$ cat src/rtl/tcp_rx_buf_responder.sv
// rtl/tcp_rx_buf_responder.sv - TCP RX buffer request/adjust responder with per-flow head indices
`ifndef NOC_DATA_WIDTH
`define NOC_DATA_WIDTH 256
`endif

package tcp_rx_buf_pkg;
    localparam int MAX_FLOWID_W      = 3;
    localparam int MAX_PAYLOAD_IDX_W = 3;
    localparam int TCP_BUF_PTR_W     = 32;
    localparam int TCP_BUF_LEN_W     = 32;
    localparam int TCP_BUF_CAP_W     = 33;
    localparam int TCP_BUF_W         = TCP_BUF_PTR_W + TCP_BUF_LEN_W + TCP_BUF_CAP_W;
    localparam int NOC_HDR_W         = 56;
    localparam logic [7:0] TCP_RX_BUF_IF_X     = 8'd1;
    localparam logic [7:0] TCP_RX_BUF_IF_Y     = 8'd2;
    localparam logic [3:0] TCP_RX_BUF_IF_FBITS = 4'hA;
endpackage

module tcp_rx_buf_responder
    import tcp_rx_buf_pkg::*;
#(
    parameter int         NOC_DATA_W      = `NOC_DATA_WIDTH,
    parameter int         FLOWID_W        = MAX_FLOWID_W,
    parameter logic [7:0] MSG_TYPE_REQ    = 8'd1,
    parameter logic [7:0] MSG_TYPE_ADJUST = 8'd2,
    parameter logic [7:0] MSG_TYPE_RESP   = 8'd3
) (
    input  logic                         clk,
    input  logic                         rst_n,
    input  logic                         noc_in_val,
    input  logic [NOC_DATA_W-1:0]        noc_in_data,
    output logic                         noc_in_rdy,
    output logic                         noc_out_val,
    output logic [NOC_DATA_W-1:0]        noc_out_data,
    input  logic                         noc_out_rdy,
    output logic                         desc_rd_req_val,
    output logic [FLOWID_W-1:0]          desc_rd_req_flowid,
    output logic [MAX_PAYLOAD_IDX_W-1:0] desc_rd_req_idx,
    input  logic                         desc_rd_req_rdy,
    input  logic                         desc_rd_resp_val,
    input  logic [TCP_BUF_W-1:0]         desc_rd_resp_data,
    input  logic                         flow_init_val,
    input  logic [FLOWID_W-1:0]          flow_init_flowid,
    output logic [15:0]                  adjust_err_cnt
);

    localparam int HEAD_W     = MAX_PAYLOAD_IDX_W + 1;
    localparam int NUM_FLOWS  = 2 ** FLOWID_W;
    localparam int FLOWID_LSB = NOC_DATA_W - NOC_HDR_W - FLOWID_W;
    localparam int BUF_LSB    = FLOWID_LSB - TCP_BUF_W;
    localparam int IDX_LSB    = BUF_LSB - HEAD_W;
    localparam int PAD_W      = IDX_LSB;

    typedef enum logic [2:0] {
        RX_HDR,
        DESC_REQ,
        DESC_WAIT,
        TX_RESP,
        ADJUST
    } state_t;

    state_t state_q, state_d;

    logic [7:0]           req_src_x_q;
    logic [7:0]           req_src_y_q;
    logic [3:0]           req_src_fbits_q;
    logic [FLOWID_W-1:0]  req_flowid_q;
    logic [HEAD_W-1:0]    adj_idx_q;
    logic [HEAD_W-1:0]    resp_idx_q;
    logic [TCP_BUF_W-1:0] desc_q;
    logic [HEAD_W-1:0]    head_q [NUM_FLOWS];
    logic [15:0]          err_cnt_q;

    logic [7:0]        in_msg_type;
    logic              in_hs;
    logic [HEAD_W-1:0] cur_head;
    logic              adj_inc;
    logic              adj_err;
    logic              unused_in_bits;

    assign in_msg_type = noc_in_data[NOC_DATA_W-49 -: 8];
    assign in_hs       = noc_in_val && noc_in_rdy;
    assign cur_head    = head_q[req_flowid_q];
    assign adj_inc     = (state_q == ADJUST) && (adj_idx_q == cur_head);
    assign adj_err     = (state_q == ADJUST) && (adj_idx_q != cur_head);

    // Destination, msg_len, the request length/old buffer body and padding are never consulted.
    assign unused_in_bits = ^{noc_in_data[NOC_DATA_W-1 -: 20],
                              noc_in_data[NOC_DATA_W-41 -: 8],
                              noc_in_data[BUF_LSB +: TCP_BUF_W],
                              noc_in_data[PAD_W-1:0]};

    always_comb begin
        state_d         = state_q;
        noc_in_rdy      = 1'b0;
        desc_rd_req_val = 1'b0;
        noc_out_val     = 1'b0;
        case (state_q)
            RX_HDR: begin
                noc_in_rdy = rst_n;
                if (noc_in_val) begin
                    if (in_msg_type == MSG_TYPE_REQ) begin
                        state_d = DESC_REQ;
                    end else if (in_msg_type == MSG_TYPE_ADJUST) begin
                        state_d = ADJUST;
                    end
                end
            end
            DESC_REQ: begin
                desc_rd_req_val = rst_n;
                if (desc_rd_req_rdy) begin
                    state_d = DESC_WAIT;
                end
            end
            DESC_WAIT: begin
                if (desc_rd_resp_val) begin
                    state_d = TX_RESP;
                end
            end
            TX_RESP: begin
                noc_out_val = rst_n;
                if (noc_out_rdy) begin
                    state_d = RX_HDR;
                end
            end
            ADJUST: begin
                state_d = RX_HDR;
            end
            default: begin
                state_d = RX_HDR;
            end
        endcase
    end

    always_ff @(posedge clk) begin
        if (!rst_n) begin
            state_q         <= RX_HDR;
            req_src_x_q     <= '0;
            req_src_y_q     <= '0;
            req_src_fbits_q <= '0;
            req_flowid_q    <= '0;
            adj_idx_q       <= '0;
            resp_idx_q      <= '0;
            desc_q          <= '0;
            err_cnt_q       <= '0;
            for (int i = 0; i < NUM_FLOWS; i++) begin
                head_q[i] <= '0;
            end
        end else begin
            state_q <= state_d;
            if (in_hs) begin
                req_src_x_q     <= noc_in_data[NOC_DATA_W-21 -: 8];
                req_src_y_q     <= noc_in_data[NOC_DATA_W-29 -: 8];
                req_src_fbits_q <= noc_in_data[NOC_DATA_W-37 -: 4];
                req_flowid_q    <= noc_in_data[FLOWID_LSB +: FLOWID_W];
                adj_idx_q       <= noc_in_data[IDX_LSB +: HEAD_W];
            end
            // Snapshot the head on acceptance so a later flow_init cannot disturb the reply.
            if (state_q == DESC_REQ && desc_rd_req_rdy) begin
                resp_idx_q <= cur_head;
            end
            if (state_q == DESC_WAIT && desc_rd_resp_val) begin
                desc_q <= desc_rd_resp_data;
            end
            for (int i = 0; i < NUM_FLOWS; i++) begin
                if (flow_init_val && flow_init_flowid == FLOWID_W'(i)) begin
                    head_q[i] <= '0;
                end else if (adj_inc && req_flowid_q == FLOWID_W'(i)) begin
                    head_q[i] <= head_q[i] + HEAD_W'(1);
                end
            end
            if (adj_err && err_cnt_q != 16'hFFFF) begin
                err_cnt_q <= err_cnt_q + 16'd1;
            end
        end
    end

    assign desc_rd_req_flowid = req_flowid_q;
    assign desc_rd_req_idx    = cur_head[MAX_PAYLOAD_IDX_W-1:0];
    assign adjust_err_cnt     = err_cnt_q;

    assign noc_out_data = {req_src_x_q, req_src_y_q, req_src_fbits_q,
                           TCP_RX_BUF_IF_X, TCP_RX_BUF_IF_Y, TCP_RX_BUF_IF_FBITS,
                           8'd0, MSG_TYPE_RESP,
                           req_flowid_q, desc_q, resp_idx_q,
                           {PAD_W{1'b0}}};

endmodule

$ cat config.mk
export PLATFORM = sky130hd
export DESIGN_NAME = tcp_rx_buf_responder
export DESIGN_NICKNAME = d
export VERILOG_FILES = /design/src/rtl/tcp_rx_buf_responder.sv
export SDC_FILE = /design/constraint.sdc
export NUM_CORES = 1
export LEC_CHECK = 0
export ABC_AREA = 1
export CELL_PAD_IN_SITES_DETAIL_PLACEMENT = 0
export CELL_PAD_IN_SITES_GLOBAL_PLACEMENT = 1
export CORE_AREA = 2 2 249 251
export CTS_CLUSTER_SIZE = 40
export DETAILED_ROUTE_END_ITERATION = 10
export DIE_AREA = 0 0 251 253
export GPL_ROUTABILITY_DRIVEN = 0
export PLACE_DENSITY_LB_ADDON = 0.3
export SYNTH_ARGS = -nofsm -noshare
export SYNTH_HDL_FRONTEND = slang
export SYNTH_SLANG_ARGS = --single-unit
$ cat constraint.sdc
create_clock -name clk -period 5.6 [get_ports clk]
set_clock_uncertainty 0.15 [all_clocks]
set_input_delay 1.12 -clock clk [delete_from_list [all_inputs] [get_ports clk]]
set_output_delay 1.12 -clock clk [all_outputs]
set_load 0.05 [all_outputs]
==> reports/metrics.csv <==
stage,metric,value,unit
outcome,status,finished clean,
route,dr.pass1.iters,5,
worst_setup_path,critPathSlowestCell,clkdlybuf4s50_1,
cts,cts_resized,0,
logic_synthesis,syn_area,0.00886,sq mm
timing,relSlewSlack,0.391,
floorplan,initial_core_util,0.145,
route,wl,30600,um
hold_path,hold_path_depth,2,
worst_setup_path,reg2regPathDepth,14,
worst_setup_path,cp_top_family,buffers and inverters,
layout,multi_input_comb_area,0.00348,sq mm
cts,clock-root-buffer,clkbuf_16,
hold_path,holdCritStartpoint,desc_q[2]$_SDFFE_PN0P_,
route,drc,0,
power,switchingPower,0.00109,W
cts,hold_buffers,0,
logic_synthesis,synth.avg_cell_area,7.79,sq um
logic_synthesis,yosys_register_bits,182,
worst_setup_path,cp_slowest_stage_delay,0.79,ns
grt,antenna_found_initial,2,
logic_synthesis,synth_cell_types,34,
route,final_antenna_net_count,0,
worst_setup_path,crit_path_start_kind,flop,
logic_synthesis,yosysMostFrequentCell,inv_1,
place,numPortBuffers,290,
logic_synthesis,synthTopCellsByCount,"inv_1, dfxtp_1, nand2_1",
logic_synthesis,synth-edff-count,32,
timing,fin_crit,4.14,ns
power,leakage,4.72,nW
logic_synthesis,synth_top_cell_area_share,0.339,
layout,area_delta_synth_final,42.7,%
floorplan,fp.dieH,253,um
grt,grt_pass1_vias,7284,
logic_synthesis,yosysWarnings,0,
timing,post-route-period-util,0.740,
floorplan,ios,644,
grt,track_usage,0.0963,
timing,tightest_slew,0.910,ns
grt,grt_pass1_wl,45000,um
power,p_comb_frac,0.183,
hold_path,min_path_type,reg -> reg,
timing,maxSlewViolCount,0,
worst_setup_path,r2r-end,head_q[7][2]$_SDFFCE_PN0P_,
logic_synthesis,ys_top_cells_by_area,"dfxtp_1, buf_4, edfxtp_1",
flow_run,cap_violations,0,
cts,clock_tree.buffer_depth,2,
layout,insertedDiodeCount,0,
worst_setup_path,path_class,reg -> out,
grt,grt_max_degree,81,
logic_synthesis,netlist_instances,1137,
place,placed_cells,2166,
logic_synthesis,synth-main-ff-cell,dfxtp_1,
route,routed_via_density,3.42,
place,dp_hpwl,23300,um
grt,grt_overflow,0,
floorplan,rows,91,
worst_setup_path,cp-end-kind,output pin,
layout,finalNetCount,1767,
worst_setup_path,required,4.33,ns
logic_synthesis,yosysSeqAreaShare,0.447,
cts,insertion_delay,0.49,ns
floorplan,dieArea,0.0635,sq mm
worst_setup_path,crit_path_cell_trace,"inv_4, nand2_1, nand3_1, nand3_1, nand2_1, inv_1, clkdlybuf4s50_1",
layout,fillers,6802,
power,powerDensity,255,mW/mm^2
cts,clk_pin_slew_worst_paths,0.07,ns
power,p_seq_frac,0.430,
timing,hold_viol_final,0,
cts,htree_levels,4,
route,drt_iter0_drc,304,
cts,clock_sinks,182,
logic_synthesis,synthArstFlopShare,0,
floorplan,core,0.0610,sq mm
route,drt-wirelength-per-cell,13.9,um
power,power_frac_clock,0.387,
cts,cts_buffers,17,
timing,rsz0062_at_grt,false,
layout,final-seq-area,0.00396,sq mm
power,internal_power,0.00214,W
layout,drive_gt1_frac,0.0405,
cts,postCtsSetupBuffers,0,
worst_setup_path,arrival,2.87,ns
power,p_sw_frac,0.338,
worst_setup_path,path_max_fanout,17,
cts,cts_tree,done,
logic_synthesis,synth_top_cell_by_area,dfxtp_1,
floorplan,die_w,251,um
timing,final-setup-viol-count,0,
hold_path,min_to,desc_q[2]$_SDFFE_PN0P_,
power,ir_drop,0.238,mV
worst_setup_path,r2r_setup_slack,2.59,ns
route,vias,7525,
timing,finalSetupTns,0,ns
layout,layoutNonFillerInstCount,2198,
timing,fmax,241,MHz
worst_setup_path,critPathBufInv,3,
## registers in the layout, summed over array words and instances (netlist names), named ones only
| name | count |
|---|---|
| desc_q | 97 |
| head_q | 32 |
| adjust_err_cnt | 16 |
| req_src_x_q | 8 |
| req_src_y_q | 8 |
| adj_idx_q | 4 |
| req_src_fbits_q | 4 |
| resp_idx_q | 4 |
| desc_rd_req_flowid | 3 |
| state_q | 3 |
## final cells by class
type	instances	share of cell area
sequential	182	0.314
inverter	173	0.0516
clock buffer	18	0.0347
tap	790	0.0782
timing repair buffer	298	0.234
clock inverter	14	0.0124
multi-input combinational	723	0.276
## power groups by stage
| stage | Sequential [W] | Combinational (W) | Clock, W |
|---|---|---|---|
| 2_1_floorplan | 0.00146 | 0.000432 | 0 |
| 3_3_place_gp | 0.00142 | 0.000600 | 0 |
| 3_5_place_dp | 0.00142 | 0.000597 | 0 |
| 4_1_cts | 0.00139 | 0.000599 | 0.00132 |
| 5_1_grt | 0.00140 | 0.000634 | 0.00136 |
| 6_report | 0.00139 | 0.000591 | 0.00125 |
## cells by family after synthesis
group | count (synthesis) | share of synthesized area
AO/OA/AOI/OAI | 255 | 0.148
XOR/XNOR | 30 | 0.0297
adder cells (fa/ha/maj) | 9 | 0.0127
buffers and inverters | 362 | 0.216
flip-flops | 182 | 0.447
other | 2 | 0.000848
AND/OR/NAND/NOR | 297 | 0.146
## metrics by stage
stage | hold WS, ns | utilization | area (sq um) | total power (W) | setup slack (ns)
2_1_floorplan | 0.312 | - | 9350 | 0.00189 | 1.73
3_5_place_dp | 0.287 | 0.197 | 12000 | 0.00202 | 1.90
4_1_cts | 0.298 | 0.207 | 12600 | 0.00331 | 1.42
5_1_grt | 0.307 | 0.207 | 12600 | 0.00339 | 1.28
3_3_place_gp | 0.282 | 0.197 | 12000 | 0.00202 | 1.91
6_report | 0.294 | 0.207 | 12600 | 0.00323 | 1.46
## placed cells by master (no fill, tap or decap), types with 2 or more instances in the layout
| cell type | Yosys | layout |
|---|---|---|
| inv_6 | 0 | 4 |
| conb_1 | 2 | 132 |
| nand3_1 | 61 | 60 |
| clkinv_8 | 0 | 4 |
| nand4_1 | 3 | 3 |
| xor2_1 | 15 | 15 |
| nor2_1 | 67 | 67 |
| clkbuf_16 | 0 | 17 |
| dfxtp_1 | 150 | 150 |
| edfxtp_1 | 32 | 32 |
| o21ai_1 | 2 | 2 |
| nor4_1 | 2 | 2 |
| nand2_1 | 141 | 141 |
| buf_4 | 140 | 9 |
| o21ai_0 | 123 | 123 |
| a21oi_1 | 117 | 117 |
| nand3_2 | 7 | 7 |
| nor2_4 | 2 | 2 |
| clkdlybuf4s50_1 | 0 | 289 |
| xnor2_1 | 15 | 15 |
| inv_8 | 0 | 3 |
| nand2_2 | 2 | 2 |
| nor3_1 | 10 | 10 |
| ha_1 | 9 | 9 |
| inv_4 | 1 | 2 |
| inv_1 | 171 | 171 |
| o31ai_1 | 8 | 8 |
## worst register-to-register path, stage by stage, from the launching register on
cell	delay [ns]
dfxtp_1	0.77
inv_4	0.21
nand2_1	0.11
nand2_1	0.05
nand2_1	0.05
nand3_1	0.14
nand2_1	0.17
nand2_1	0.06
nand2_1	0.06
nand2_1	0.06
inv_1	0.10
nand3_2	0.13
inv_2	0.17
nand2_1	0.09
o21ai_1	0.36
## worst max-delay path by stage
stage	endpoint	slack, ns	cells past startpoint
floorplan	desc_rd_req_val	1.73	5
global placement	head_q[0][0]$_SDFFCE_PN0P_	1.91	7
detailed placement	head_q[0][1]$_SDFFCE_PN0P_	1.90	7
CTS	desc_rd_req_idx[1]	1.42	7
global route	desc_rd_req_idx[1]	1.28	7
finish	desc_rd_req_idx[1]	1.46	7
## layer usage
layer  global-route usage  vias up  wire length (um)  share of wire
li1                     -     3858                 -              -
met2                0.148      292             13600           0.44
met3               0.0507       29              2920          0.095
met4               0.0299        4               440          0.014
met1                0.115     3342             13600           0.45
met5                    0        -                26        0.00085
(Power assumes the default switching activity.)
